**src/rtl/pc_seq_pkg.sv**
```systemverilog
// Shared types and default constants for the program-counter sequencer.
package pc_seq_pkg;

    typedef enum logic {
        ST_RUN  = 1'b0,
        ST_HALT = 1'b1
    } pc_state_t;

    localparam int          DEF_WIDTH     = 32;
    localparam int          DEF_STEP      = 4;
    localparam int          DEF_OFF_W     = 8;
    localparam int          DEF_DEPTH     = 4;
    localparam logic [31:0] DEF_RESET_VEC = 32'h0000_0000;

endpackage

```
**src/rtl/pc_ras.sv**
```systemverilog
// Return-address stack: DEPTH x WIDTH LIFO. Overflowing pushes and
// underflowing pops are silently dropped; the caller tracks errors.
module pc_ras
    import pc_seq_pkg::*;
#(
    parameter int WIDTH = DEF_WIDTH,
    parameter int DEPTH = DEF_DEPTH
) (
    input  logic             clk,
    input  logic             rst_n,
    input  logic             push,
    input  logic             pop,
    input  logic [WIDTH-1:0] push_data,
    output logic [WIDTH-1:0] top,
    output logic             empty,
    output logic             full
);

    localparam int PTR_W = $clog2(DEPTH);

    logic [PTR_W:0]     count_reg;
    logic [PTR_W-1:0]   wr_idx;
    logic [PTR_W-1:0]   rd_idx;
    logic [WIDTH-1:0]   mem [DEPTH];

    assign empty  = (count_reg == '0);
    assign full   = (count_reg == (PTR_W+1)'(DEPTH));
    assign wr_idx = count_reg[PTR_W-1:0];
    // On an empty stack this wraps to the last entry; top is don't-care then.
    assign rd_idx = count_reg[PTR_W-1:0] - PTR_W'(1);
    assign top    = mem[rd_idx];

    always_ff @(posedge clk) begin
        if (push && !full) begin
            mem[wr_idx] <= push_data;
        end
    end

    always_ff @(posedge clk or negedge rst_n) begin
        if (!rst_n) begin
            count_reg <= '0;
        end else if (push && !full) begin
            count_reg <= count_reg + (PTR_W+1)'(1);
        end else if (pop && !empty) begin
            count_reg <= count_reg - (PTR_W+1)'(1);
        end
    end

endmodule

```
**src/rtl/pc_seq.sv**
```systemverilog
// Program-counter sequencer: sequential/relative/return next-PC selection,
// stall, terminal halt and a sticky RAS overflow/underflow flag.
module pc_seq
    import pc_seq_pkg::*;
#(
    parameter int               WIDTH     = DEF_WIDTH,
    parameter int               STEP      = DEF_STEP,
    parameter int               OFF_W     = DEF_OFF_W,
    parameter int               DEPTH     = DEF_DEPTH,
    parameter logic [WIDTH-1:0] RESET_VEC = WIDTH'(DEF_RESET_VEC)
) (
    input  logic             CLK,
    input  logic             RESET,
    input  logic             STALL,
    input  logic             HALT,
    input  logic             JUMP,
    input  logic             BRANCH_TAKEN,
    input  logic             CALL,
    input  logic             RET,
    input  logic [OFF_W-1:0] OFFSET,
    output logic [WIDTH-1:0] PC,
    output logic [WIDTH-1:0] PC_PLUS,
    output logic             HALTED,
    output logic             RAS_EMPTY,
    output logic             RAS_FULL,
    output logic             ERR
);

    pc_state_t        state_reg, state_next;
    logic [WIDTH-1:0] pc_reg, pc_next;
    logic             err_reg, err_next;
    logic [WIDTH-1:0] off_ext;
    logic [WIDTH-1:0] target;
    logic [WIDTH-1:0] ras_top;
    logic             ras_push, ras_pop;

    // Offset counts instructions; scale to bytes and wrap at WIDTH bits.
    assign off_ext = WIDTH'($signed(OFFSET));
    assign PC_PLUS = pc_reg + WIDTH'(STEP);
    assign target  = PC_PLUS + off_ext * WIDTH'(STEP);

    assign PC     = pc_reg;
    assign HALTED = (state_reg == ST_HALT);
    assign ERR    = err_reg;

    pc_ras #(
        .WIDTH (WIDTH),
        .DEPTH (DEPTH)
    ) u_ras (
        .clk       (CLK),
        .rst_n     (RESET),
        .push      (ras_push),
        .pop       (ras_pop),
        .push_data (PC_PLUS),
        .top       (ras_top),
        .empty     (RAS_EMPTY),
        .full      (RAS_FULL)
    );

    always_comb begin
        state_next = state_reg;
        pc_next    = pc_reg;
        err_next   = err_reg;
        ras_push   = 1'b0;
        ras_pop    = 1'b0;
        if (state_reg == ST_RUN && !STALL) begin
            if (HALT) begin
                state_next = ST_HALT;
            end else if (RET) begin
                if (RAS_EMPTY) begin
                    pc_next  = PC_PLUS;
                    err_next = 1'b1;
                end else begin
                    pc_next = ras_top;
                    ras_pop = 1'b1;
                end
            end else if (JUMP || BRANCH_TAKEN) begin
                pc_next = target;
                if (CALL && JUMP) begin
                    if (RAS_FULL) begin
                        err_next = 1'b1;
                    end else begin
                        ras_push = 1'b1;
                    end
                end
            end else begin
                pc_next = PC_PLUS;
            end
        end
    end

    always_ff @(posedge CLK or negedge RESET) begin
        if (!RESET) begin
            state_reg <= ST_RUN;
            pc_reg    <= RESET_VEC;
            err_reg   <= 1'b0;
        end else begin
            state_reg <= state_next;
            pc_reg    <= pc_next;
            err_reg   <= err_next;
        end
    end

endmodule

```
**config.mk**
```make
export PLATFORM = sky130hd
export DESIGN_NAME = pc_seq
export DESIGN_NICKNAME = d
export VERILOG_FILES = /design/src/rtl/pc_seq_pkg.sv /design/src/rtl/pc_ras.sv /design/src/rtl/pc_seq.sv
export SDC_FILE = /design/constraint.sdc
export NUM_CORES = 1
export LEC_CHECK = 0
export BUFFER_PORTS_ARGS = -buffer_cell sky130_fd_sc_hd__buf_2
export CELL_PAD_IN_SITES_DETAIL_PLACEMENT = 1
export CELL_PAD_IN_SITES_GLOBAL_PLACEMENT = 1
export CORE_ASPECT_RATIO = 1.4
export CORE_MARGIN = 10
export CORE_UTILIZATION = 45
export DETAILED_ROUTE_END_ITERATION = 16
export GPL_TIMING_DRIVEN = 0
export PLACE_DENSITY_LB_ADDON = 0.1
export SLEW_MARGIN = 20
export SYNTH_ARGS = -nofsm -noshare
export SYNTH_HDL_FRONTEND = slang
export SYNTH_SLANG_ARGS = --single-unit
```
**constraint.sdc**
```tcl
create_clock -name CLK -period 5.92 [get_ports CLK]
set_input_delay 1.184 -clock CLK [delete_from_list [all_inputs] [get_ports CLK]]
set_output_delay 1.184 -clock CLK [all_outputs]
set_load 0.01 [all_outputs]
```
==> summary.md, run 1 <==
| Metric | Value |
|---|---|
| Longest Clk Path Bufs | 2 |
| Library cells used by synthesis | 75 |
| Endpoints failing setup | 0 |
| Starting utilization of the core area | between 40% and 50% |
| DIE HEIGHT | 189 um |
| Critical setup path kind | reg -> reg |
| Final count of pins violating max slew | 0 |
| GPL Wtd Cong | 0.881 |
| Leakage dissipation | just over 4 nW |
| Worst setup SP type | register |
| Post-synthesis average cell area | 12.1 um2 |
| Kind of cell adding the most delay to the critical path | simple AND/OR/NAND/NOR gates |
| Final Power | roughly 4.1 mW |
| DIE WIDTH | 140 um |
| Startpoint of the most critical setup path | PC[2]$_DFFE_PN0P_ |
| Initial antenna violation count | 0 |
| Number of antenna-violating nets in the routed design | 0 |
| Std-Cell Rows | 61 |
| Crit path time final | 4.58 ns |
| Run status | completed |
| Fraction of final layout cells sized beyond drive strength 1 | between 20 and 25% |
| Cell count after synthesis | 752 |
| Most common library cell in the layout ignoring fill and taps | sky130_fd_sc_hd__edfxtp_1 |
| Reported max-cap violation count | 0 |
| Period utilisation layout | 77.4% |
| Most frequent cells in the layout | 128 x sky130_fd_sc_hd__edfxtp_1, 89 x sky130_fd_sc_hd__buf_2, 78 x sky130_fd_sc_hd__nand2_1 |
| Total via count after detailed routing | slightly below 7000 |
| Maximum net fanout on the critical path | 10 |
| Maximum clock frequency | around 0.22 GHz |
| Root Driver | sky130_fd_sc_hd__clkbuf_16 |
| Remaining design rule violation count | 0 |
| End-of-flow core utilization | between 50% and 60% |
| Non-Filler Instances | about 1100 |
| Hold Path Class | reg -> reg |
| Clock edge transition at the registers on the reported setup and hold paths | about 0.070 ns |
| Netlist area before placement | slightly above 0.009 mm2 |
| Type of destination of the critical path | register |
| Met2 Track Usage GR | roughly two fifths |
| CTS tree | done |
| Wire length of the first global-routing pass | roughly 45000 um |
| FF+latch count, synth | 165 |
| Count of hold-fix buffers inserted at cts | 0 |
| Transition at the pin with the smallest max-transition slack | between 1 and 1.5 ns |
| Startpoint of the worst hold path | ERR$_DFFE_PN0P_ |
| TritonCTS Buffers | 17 |
| Post-detailed-route via-to-cell ratio | roughly 6 |
| WHS Path Cells | 1 |
| Final global-route overflow total | 0 |
| Signed area change from the synthesized netlist to the final layout | 15.6% |
| Part of the Yosys area used for sequential elements | 52.2% |
| Startpoint of the lowest-slack register-to-register path | PC[2]$_DFFE_PN0P_ |
| Worst Reg-to-Reg Cells | 15 |
| Pin count of the biggest net entering global routing | 38 |
| Final hold violation count | 0 |
| Clock latency on the worst-skew pair | approximately 0.44 ns |
| Relative slew margins | 28.7% |
| Final-layout setup total negative slack | 0 ns |
| Post-CTS setup buffer count | 0 |
| Number of global-route vias before repair | 7271 |
| Die area | about 0.026 mm2 |
| Depth of the CTS H-tree | 4 |
| Crit path buf inv count | 1 |
| Capturing point of the worst reg2reg path | PC[31]$_DFFE_PN0P_ |
| Fin nets | between 900 and 1000 |
| Initial DRC Count | between 500 and 600 |
| Data arrival time of the critical path | ~4.9 ns |
| Warning count from the yosys run | 0 |
| Top-level port count | 84 |
| Area of the core region | around 0.02 mm2 |
| Post-synthesis async set-or-reset flop share | 22.4% |
| Total nets after synthesis | 810 |
| Total wirelength of the detailed-routed design | between 20000 and 30000 um |
| CP Data Required Time | 6.24 ns |
| Post-CTS sizing | 0 |
| Number of flip-flops in the largest register | 128 |
| Worst ir drop on vdd | approximately 0.00022 V |
| First drt pass iteration count | 5 |
| GR Util All Layers | 22.4% |
| Sum of net half-perimeters after detailed placement | 22000 um |
| Highest cell delay on the worst timing path | about 0.67 ns |
| Met3 Use GR | between 3 and 4% |
| R2R setup slack | approximately 1.3 ns |
| Number of I/O port buffers | a little over 80 |
| Prevailing post-synth register cell | sky130_fd_sc_hd__edfxtp_1 |
| RSZ-0062 raised after global routing | false |
| Detail-routed net length per standard cell | between 20 and 30 um |
| Cell-by-cell listing of the critical path | ha_1, nand4_1, nor4_2, nand4_1, xnor2_1, ha_1, clkbuf_1, a21o_1, a31oi_1, o21ai_0, a31o_2, and4b_1, nor2_1, xnor2_1, o22ai_2 |
| Final worst clock skew | 0.00990 ns |
| Capture endpoint of the worst hold path | ERR$_DFFE_PN0P_ |
| DP Cell Count | approximately 1100 |
| Number of flops mapped to enable cells by yosys | approximately 130 |
| GRT busiest layer | met2 |
| Fraction of met1 tracks used by global routing | between 20% and 30% |
| Pwr Density | 384 mW/mm2 |
| TritonCTS sink count | 165 |
| Critical Path Slowest Stage Cell | sky130_fd_sc_hd__xnor2_1 |
| Diode count | 0 |
## cell usage after synthesis (9+ instances only)
| cell | number | area share, % |
|---|---|---|
| sky130_fd_sc_hd__edfxtp_1 | 128 | 42 |
| sky130_fd_sc_hd__ha_1 | 40 | 5.5 |
| sky130_fd_sc_hd__a31oi_1 | 9 | 0.62 |
| sky130_fd_sc_hd__inv_1 | 16 | 0.66 |
| sky130_fd_sc_hd__a21oi_1 | 44 | 2.4 |
| sky130_fd_sc_hd__nand3_1 | 24 | 1.3 |
| sky130_fd_sc_hd__nand2_1 | 78 | 3.2 |
| sky130_fd_sc_hd__a21o_1 | 14 | 1.2 |
| sky130_fd_sc_hd__clkbuf_1 | 27 | 1.1 |
| sky130_fd_sc_hd__nor3_1 | 9 | 0.49 |
| sky130_fd_sc_hd__dfrtp_1 | 37 | 10 |
| sky130_fd_sc_hd__xnor2_1 | 33 | 3.2 |
| sky130_fd_sc_hd__o21ai_0 | 40 | 2.2 |
| sky130_fd_sc_hd__xor2_1 | 16 | 1.5 |
| sky130_fd_sc_hd__nor2_1 | 51 | 2.1 |
| sky130_fd_sc_hd__mux4_2 | 32 | 7.9 |
| sky130_fd_sc_hd__nand4_1 | 13 | 0.89 |
## kinds of logic after synthesis
| group | Yosys count | synth area share [%] |
|---|---|---|
| AO/OA/AOI/OAI | 173 | 12.3 |
| XOR/XNOR | 52 | 5.36 |
| adder cells (fa/ha/maj) | 42 | 5.92 |
| buffers and inverters | 51 | 2.26 |
| flip-flops | 165 | 52.2 |
| multiplexers | 40 | 8.81 |
| AND/OR/NAND/NOR | 229 | 13.1 |
## metal layers
metal / vias to the layer above / wire [um] / part of all wire [%]
met3: 28 / 1400 / 4.7
met4: 0 / 602 / 2.0
met5: - / 0 / 0
met2: 205 / 15100 / 51
met1: 3518 / 12500 / 42
li1: 3099 / - / -
## power by group
part	switching, mW	internal [mW]	total, mW
clock network	0.502	0.590	1.09
registers	0.110	1.36	1.47
logic	0.922	0.573	1.50
## layout make-up
class                   count  area (um2)
fillers                  2110        9360
flip-flops and latches    165        4770
multi-input cells         536        4170
repair buffers             88         526
clock buffers              18         429
well taps                 252         315
clock inverters            14         146
plain buffers              35         146
inverters                  16        60.1
## per-stage QoR
step	hold slack, ns	instance area [um2]	setup WS, ns
floorplan	0.512	9130	2.17
global placement	0.449	9860	0.993
detailed placement	0.467	9980	1.40
CTS	0.482	10600	1.34
global route	0.508	10600	0.970
finish	0.493	10600	1.34
## how the worst max path moves through the flow
stage	slack, ns	to	cells past startpoint
after floorplan	2.17	PC[31]$_DFFE_PN0P_	15
after detailed placement	1.40	PC[31]$_DFFE_PN0P_	15
after global routing	0.97	PC[29]$_DFFE_PN0P_	14
after global placement	0.99	u_ras.mem[2][18]$_DFFE_PP_	5
after CTS	1.34	PC[31]$_DFFE_PN0P_	15
final	1.34	PC[31]$_DFFE_PN0P_	15
Power figures use the tool's default switching activity.
==> inputs of run 2 (changes only) <==
--- a/config.mk
+++ b/config.mk
@@ -5,6 +5,7 @@
 export SDC_FILE = /design/constraint.sdc
 export NUM_CORES = 1
 export LEC_CHECK = 0
+export ABC_AREA = 1
 export BUFFER_PORTS_ARGS = -buffer_cell sky130_fd_sc_hd__buf_2
 export CELL_PAD_IN_SITES_DETAIL_PLACEMENT = 1
 export CELL_PAD_IN_SITES_GLOBAL_PLACEMENT = 1
==> constraint.sdc (replaced) <==
create_clock -name CLK -period 4.5 [get_ports CLK]
set_input_delay 0.9 -clock CLK [delete_from_list [all_inputs] [get_ports CLK]]
set_output_delay 0.9 -clock CLK [all_outputs]
set_load 0.01 [all_outputs]
==> summary.md, run 2 <==
| Metric | Value |
|---|---|
| Remaining design rule violation count | 0 |
| Final count of pins violating max slew | 0 |
| Number of antenna-violating nets in the routed design | 0 |
| Fraction of final layout cells sized beyond drive strength 1 | a little under an eighth |
| List of most frequent post-synthesis cells | 349 x sky130_fd_sc_hd__nand2_1, 150 x sky130_fd_sc_hd__inv_1, 150 x sky130_fd_sc_hd__nor2_1 |
| Std-Cell Rows | 65 |
| Count of hold-fix buffers inserted at cts | 0 |
| Share of the synthesized area in the top cell type | 37.8% |
| Netlist area before placement | between 0.01 and 0.015 mm2 |
| Number of global-route vias before repair | around 9900 |
| Maximum clock frequency | 0.244 GHz |
| First drt pass iteration count | 5 |
| Wire length of the first global-routing pass | 57400 um |
| Fin nets | 1428 |
| Sum of net half-perimeters after detailed placement | a little under 30000 um |
| Synthesized-area fraction occupied by xor and xnor cells | 2.89% |
| Reported max-cap violation count | 0 |
| Initial antenna violation count | 0 |
| CTS tree | done |
| Post-synthesis adder-cell area fraction | about 5.3% |
| Cell types occupying the most area after synthesis | sky130_fd_sc_hd__edfxtp_1 38%, sky130_fd_sc_hd__nand2_1 13%, sky130_fd_sc_hd__dfrtp_1 9.1% |
| Final global-route overflow total | 0 |
| Mux share of post-synthesis cell area | 0% |
| TritonCTS Buffers | 17 |
| Complex-gate fraction of the synthesized area | between 10 and 15% |
| Number of flops mapped to enable cells by yosys | around 130 |
| Area of the core region | roughly 0.022 mm2 |
| Number of I/O port buffers | 83 |
| Longest Clk Path Bufs | 2 |
| GPL Wtd Cong | 0.945 |
| Part of the Yosys area used for sequential elements | about 47% |
| Period utilisation layout | between 90 and 100% |
| Post-detailed-route via-to-cell ratio | 5.61 |
| Pre-CTS setup slack | roughly 0.41 ns |
| Detail-routed net length per standard cell | around 22 um |
| Total nets after synthesis | around 1300 |
| Initial DRC Count | roughly 700 |
| Pin count of the biggest net entering global routing | 38 |
| Depth of the CTS H-tree | 4 |
| R2R setup slack | 0.40 ns |
| Clock edge transition at the registers on the reported setup and hold paths | 0.07 ns |
| Final worst clock skew | 0.0124 ns |
| Combinational family with the most area after synthesis | simple AND/OR/NAND/NOR gates |
| Final worst slack | between 0.4 and 0.5 ns |
| FF+latch count, synth | between 150 and 200 |
| Hold Path Class | reg -> reg |
| Crit path time final | about 4.1 ns |
| Final hold violation count | 0 |
| DIE HEIGHT | slightly below 200 um |
| Post-synthesis average cell area | around 8 um2 |
| Diode count | 0 |
| Number of flip-flops in the largest register | 128 |
| Run status | completed |
| Top-level port count | 84 |
| Total wirelength of the detailed-routed design | approximately 38000 um |
| Signed area change from the synthesized netlist to the final layout | 15.0% |
| Sequential power share | between 30% and 40% |
| Library cells used by synthesis | 49 |
| Post-CTS setup buffer count | 0 |
| Type of destination of the critical path | register |
| CP Data Required Time | approximately 4.9 ns |
| Worst ir drop on vdd | about 0.00023 V |
| Critical setup path kind | reg -> reg |
| Worst setup SP type | register |
| Switch share | a little over two fifths |
| Post-synthesis async set-or-reset flop share | between 20% and 30% |
| Pwr Density | about 540 mW/mm2 |
| Total via count after detailed routing | about 9400 |
| Maximum net fanout on the critical path | 8 |
| Leakage dissipation | between 5 and 6 nW |
| GR Util All Layers | roughly a quarter |
| DIE WIDTH | around 150 um |
| Cell count after synthesis | between 1000 and 1500 |
| Post-CTS sizing | 0 |
| Prevailing post-synth register cell | sky130_fd_sc_hd__edfxtp_1 |
| Transition at the pin with the smallest max-transition slack | approximately 1.0 ns |
| Relative slew margins | between 30% and 40% |
| Most repeated cell in the gate-level netlist after synthesis | sky130_fd_sc_hd__nand2_1 |
| Data arrival time of the critical path | between 4 and 5 ns |
| Post-synth top area cell | sky130_fd_sc_hd__edfxtp_1 |
| Synth Area in Simple Gates | between 20% and 30% |
| Part of the total power dissipated in the clock network | approximately a quarter |
| Most common library cell in the layout ignoring fill and taps | sky130_fd_sc_hd__nand2_1 |
| RSZ-0062 raised after global routing | false |
| Endpoints failing setup | 0 |
| Die area | about 0.029 mm2 |
| Most frequent cells in the layout | 349 x sky130_fd_sc_hd__nand2_1, 150 x sky130_fd_sc_hd__inv_1, 146 x sky130_fd_sc_hd__nor2_1 |
| Starting utilization of the core area | between 40% and 50% |
| Portion of total power attributed to combinational logic | 44.2% |
| Warning count from the yosys run | 0 |
| TritonCTS sink count | 165 |
| End-of-flow core utilization | around 52% |
| Switching power | 2.76 mW |
| Cell-internal power | 3.55 mW |
| Clock latency on the worst-skew pair | about 0.44 ns |
| Root Driver | sky130_fd_sc_hd__clkbuf_16 |
[run 2: final timing paths]
path                                          from                 end  cells past startpoint
worst min register to register  HALTED$_DFFE_PN0P_  HALTED$_DFFE_PN0P_                      1
worst max-delay path             PC[2]$_DFFE_PN0P_  PC[23]$_DFFE_PN0P_                     18
min in group asynchronous                    RESET   PC[0]$_DFFE_PN0P_                      1
max in group asynchronous                    RESET  PC[24]$_DFFE_PN0P_                      1
worst max register to register   PC[2]$_DFFE_PN0P_  PC[23]$_DFFE_PN0P_                     18
worst min-delay path            HALTED$_DFFE_PN0P_  HALTED$_DFFE_PN0P_                      1
[run 2: layout make-up]
type	instances	area, um2
Timing Repair Buffer	87	518
Clock inverter	14	174
Fill cell	2827	10700
Inverter	156	586
Clock buffer	18	429
Buffer	41	194
Sequential cell	165	4770
Multi-Input combinational cell	902	4660
Tap cell	301	377
[run 2: through the flow]
step / hold slack [ns] / cells / area (um2) / TNS (ns) / total power, mW
2_1_floorplan: 0.506 / 1264 / 10200 / 0 / 3.73
3_3_place_gp: 0.479 / 1648 / 11000 / -73.43 / 4.71
3_5_place_dp: 0.500 / 1652 / 11100 / 0 / 4.79
4_1_cts: 0.514 / 1684 / 11700 / 0 / 6.32
5_1_grt: 0.539 / 1684 / 11700 / 0 / 6.69
6_report: 0.525 / 1684 / 11700 / 0 / 6.32
[run 2: power by group through the flow]
stage	clock network, mW	logic, mW	registers [mW]
finish	1.52	2.79	2.00
detailed placement	0	2.76	2.03
global placement	0	2.68	2.03
CTS	1.53	2.79	2.00
floorplan	0	1.73	2.01
global route	1.58	3.10	2.01
[run 2: kinds of logic after synthesis]
logic type                 after synthesis
and+or+nand+nor                        615
DFF                                    165
xor gates and xnor gates                31
buffers and inverters                  197
adders and majority gates               42
AOI/OAI and AO/OA                      214
[run 2: critical path, stage by stage, from the launching register on]
cell and delay, ns:
sky130_fd_sc_hd__dfrtp_1 0.53, sky130_fd_sc_hd__ha_1 0.33, sky130_fd_sc_hd__inv_1 0.09, sky130_fd_sc_hd__nor2_1 0.21, sky130_fd_sc_hd__inv_1 0.13, sky130_fd_sc_hd__nor2_2 0.18
sky130_fd_sc_hd__xor2_1 0.79, sky130_fd_sc_hd__ha_1 0.31, sky130_fd_sc_hd__nand2_1 0.11, sky130_fd_sc_hd__nor2_1 0.28, sky130_fd_sc_hd__and2_1 0.18, sky130_fd_sc_hd__nand2_1 0.05
sky130_fd_sc_hd__nand2_1 0.25, sky130_fd_sc_hd__nand2_1 0.12, sky130_fd_sc_hd__nand2_1 0.08, sky130_fd_sc_hd__nand2_1 0.05, sky130_fd_sc_hd__nand3_1 0.08, sky130_fd_sc_hd__nand3_1 0.11
sky130_fd_sc_hd__a21oi_1 0.14
[run 2: metal layers]
layer | part of all wire [%] | global-route usage, % | up-vias
met5 | 0 | 0 | -
li1 | - | - | 4405
met1 | 38 | 28.6 | 4646
met4 | 3.4 | 10.3 | 0
met3 | 5.0 | 3.88 | 76
met2 | 54 | 48.4 | 312
==> inputs of run 3 (changes only) <==
--- a/config.mk
+++ b/config.mk
@@ -9,9 +9,10 @@
 export BUFFER_PORTS_ARGS = -buffer_cell sky130_fd_sc_hd__buf_2
 export CELL_PAD_IN_SITES_DETAIL_PLACEMENT = 1
 export CELL_PAD_IN_SITES_GLOBAL_PLACEMENT = 1
-export CORE_ASPECT_RATIO = 1.4
+export CORE_ASPECT_RATIO = 0.7
 export CORE_MARGIN = 10
 export CORE_UTILIZATION = 45
+export CTS_BUF_LIST = sky130_fd_sc_hd__clkbuf_8
 export DETAILED_ROUTE_END_ITERATION = 16
 export GPL_TIMING_DRIVEN = 0
 export PLACE_DENSITY_LB_ADDON = 0.1
==> summary.md, run 3 (synthesis gave the netlist of run 2 again) <==
| Metric | Value |
|---|---|
| Fill cells | between 2000 and 3000 |
| Worst setup SP type | register |
| Number of I/O port buffers | 83 |
| Maximum net fanout on the critical path | 8 |
| End-of-flow core utilization | roughly 53% |
| WHS Path Cells | 1 |
| Worst Reg-to-Reg Cells | 18 |
| TritonCTS Buffers | 17 |
| Die area | between 0.02 and 0.03 mm2 |
| CTS tree | done |
| Longest Clk Path Bufs | 2 |
| GPL Wtd Cong | between 0.9 and 1 |
| Leakage dissipation | between 5 and 6 nW |
| Top-level port count | between 80 and 90 |
| Number of antenna-violating nets in the routed design | 0 |
| Initial antenna violation count | 1 |
| GR Util All Layers | 26.0% |
| Final Power | 6.09 mW |
| Diode count | 0 |
| Number of flip-flops in the largest register | ~130 |
| Fraction of final layout cells sized beyond drive strength 1 | between 10% and 20% |
| Fin nets | around 1400 |
| Transition at the pin with the smallest max-transition slack | about 1.0 ns |
| Area of the core region | approximately 0.022 mm2 |
| Detail-routed net length per standard cell | 22.6 um |
| Type of destination of the critical path | register |
| Pin count of the biggest net entering global routing | 38 |
| Most common library cell in the layout ignoring fill and taps | sky130_fd_sc_hd__nand2_1 |
| Total wirelength of the detailed-routed design | approximately 38000 um |
| Signed area change from the synthesized netlist to the final layout | 13.3% |
| DIE HEIGHT | about 150 um |
| Hold Path Class | reg -> reg |
| Clock latency on the worst-skew pair | ~0.49 ns |
| Initial DRC Count | roughly 800 |
| Run status | completed |
| TritonCTS sink count | roughly 170 |
| Std-Cell Rows | 45 |
| Pwr Density | 528 mW/mm2 |
| Data arrival time of the critical path | 4.47 ns |
| Final global-route overflow total | 0 |
| Endpoints failing setup | 0 |
| Maximum clock frequency | around 0.24 GHz |
| Post-CTS sizing | 0 |
| Root Driver | sky130_fd_sc_hd__clkbuf_8 |
| Starting utilization of the core area | around 46% |
| DIE WIDTH | 200 um |
| Post-detailed-route via-to-cell ratio | 5.66 |
| Depth of the CTS H-tree | 4 |
| Wire length of the first global-routing pass | around 58000 um |
| Reported max-cap violation count | 0 |
| Count of hold-fix buffers inserted at cts | 0 |
| Period utilisation layout | 91.2% |
| Crit path time final | roughly 4.1 ns |
| Remaining design rule violation count | 0 |
| CP Data Required Time | around 5 ns |
| Final count of pins violating max slew | 0 |
| Post-CTS setup buffer count | 0 |
| Critical setup path kind | reg -> reg |
| Clock edge transition at the registers on the reported setup and hold paths | 0.11 ns |
| Final hold violation count | 0 |
| Sum of net half-perimeters after detailed placement | approximately 30000 um |
| Final-layout setup total negative slack | 0 ns |
| First drt pass iteration count | 6 |
| RSZ-0062 raised after global routing | false |
| Most frequent cells in the layout | 349 x sky130_fd_sc_hd__nand2_1, 150 x sky130_fd_sc_hd__inv_1, 146 x sky130_fd_sc_hd__nor2_1 |
| Final worst clock skew | 0.0206 ns |
| Total via count after detailed routing | approximately 9400 |
| Worst ir drop on vdd | around 0.00023 V |
| Relative slew margins | just over 30% |
| Number of global-route vias before repair | 9440 |
[run 3: per-stage QoR]
| step | instances | setup WS [ns] | cell area [um2] | hold slack [ns] |
|---|---|---|---|---|
| 2_1_floorplan | 1264 | 1.06 | 10200 | 0.506 |
| 3_3_place_gp | 1629 | -0.598 | 10900 | 0.485 |
| 3_5_place_dp | 1633 | 0.526 | 11100 | 0.495 |
| 4_1_cts | 1665 | 0.496 | 11500 | 0.523 |
| 5_1_grt | 1665 | 0.0878 | 11500 | 0.566 |
| 6_report | 1665 | 0.396 | 11500 | 0.526 |
[run 3: worst max-delay path, cell delays in order (launching register included)]
cell and delay, ns:
sky130_fd_sc_hd__dfrtp_1 0.56, sky130_fd_sc_hd__ha_1 0.32, sky130_fd_sc_hd__nand2_1 0.09, sky130_fd_sc_hd__inv_1 0.10
sky130_fd_sc_hd__nand2_2 0.09, sky130_fd_sc_hd__nor2_4 0.17, sky130_fd_sc_hd__inv_2 0.04, sky130_fd_sc_hd__nor2_1 0.12
sky130_fd_sc_hd__xor2_1 0.78, sky130_fd_sc_hd__ha_1 0.35, sky130_fd_sc_hd__nand2_1 0.13, sky130_fd_sc_hd__nor2_1 0.19
sky130_fd_sc_hd__nand2_1 0.10, sky130_fd_sc_hd__inv_1 0.06, sky130_fd_sc_hd__nand2_1 0.07, sky130_fd_sc_hd__nand2_1 0.08
sky130_fd_sc_hd__o21ai_0 0.14, sky130_fd_sc_hd__o21ai_0 0.44, sky130_fd_sc_hd__a21oi_1 0.12
[run 3: power breakdown]
part           switching [mW]  internal, mW
sequential              0.184          1.83
clock                   0.742         0.451
combinational            2.04         0.851
[run 3: area by class of cell]
type | instances | area [um2] | share of cell area, %
flip-flops and latches | 165 | 4770 | 41.4
multi-input cells | 902 | 4660 | 40.4
inverters | 156 | 586 | 5.08
repair buffers | 87 | 526 | 4.56
well taps | 282 | 353 | 3.06
clock buffers | 17 | 234 | 2.03
clock inverters | 15 | 214 | 1.86
plain buffers | 41 | 194 | 1.68
[run 3: final timing paths]
path	to	slack, ns	from
min	HALTED$_DFFE_PN0P_	0.53	HALTED$_DFFE_PN0P_
max reg2reg	PC[19]$_DFFE_PN0P_	0.40	PC[2]$_DFFE_PN0P_
max	PC[19]$_DFFE_PN0P_	0.40	PC[2]$_DFFE_PN0P_
min in group asynchronous	PC[0]$_DFFE_PN0P_	0.55	RESET
min reg2reg	HALTED$_DFFE_PN0P_	0.53	HALTED$_DFFE_PN0P_
max in group asynchronous	PC[4]$_DFFE_PN0P_	3.30	RESET
[run 3: per-layer routing]
metal  vias to the layer above  share of wire (%)  track usage, %
met1                      4607                 45            37.0
li1                       4414                  -               -
met4                         0                1.3            5.02
met3                        46                8.1            5.21
met2                       351                 45            40.1
met5                         -                  0               0
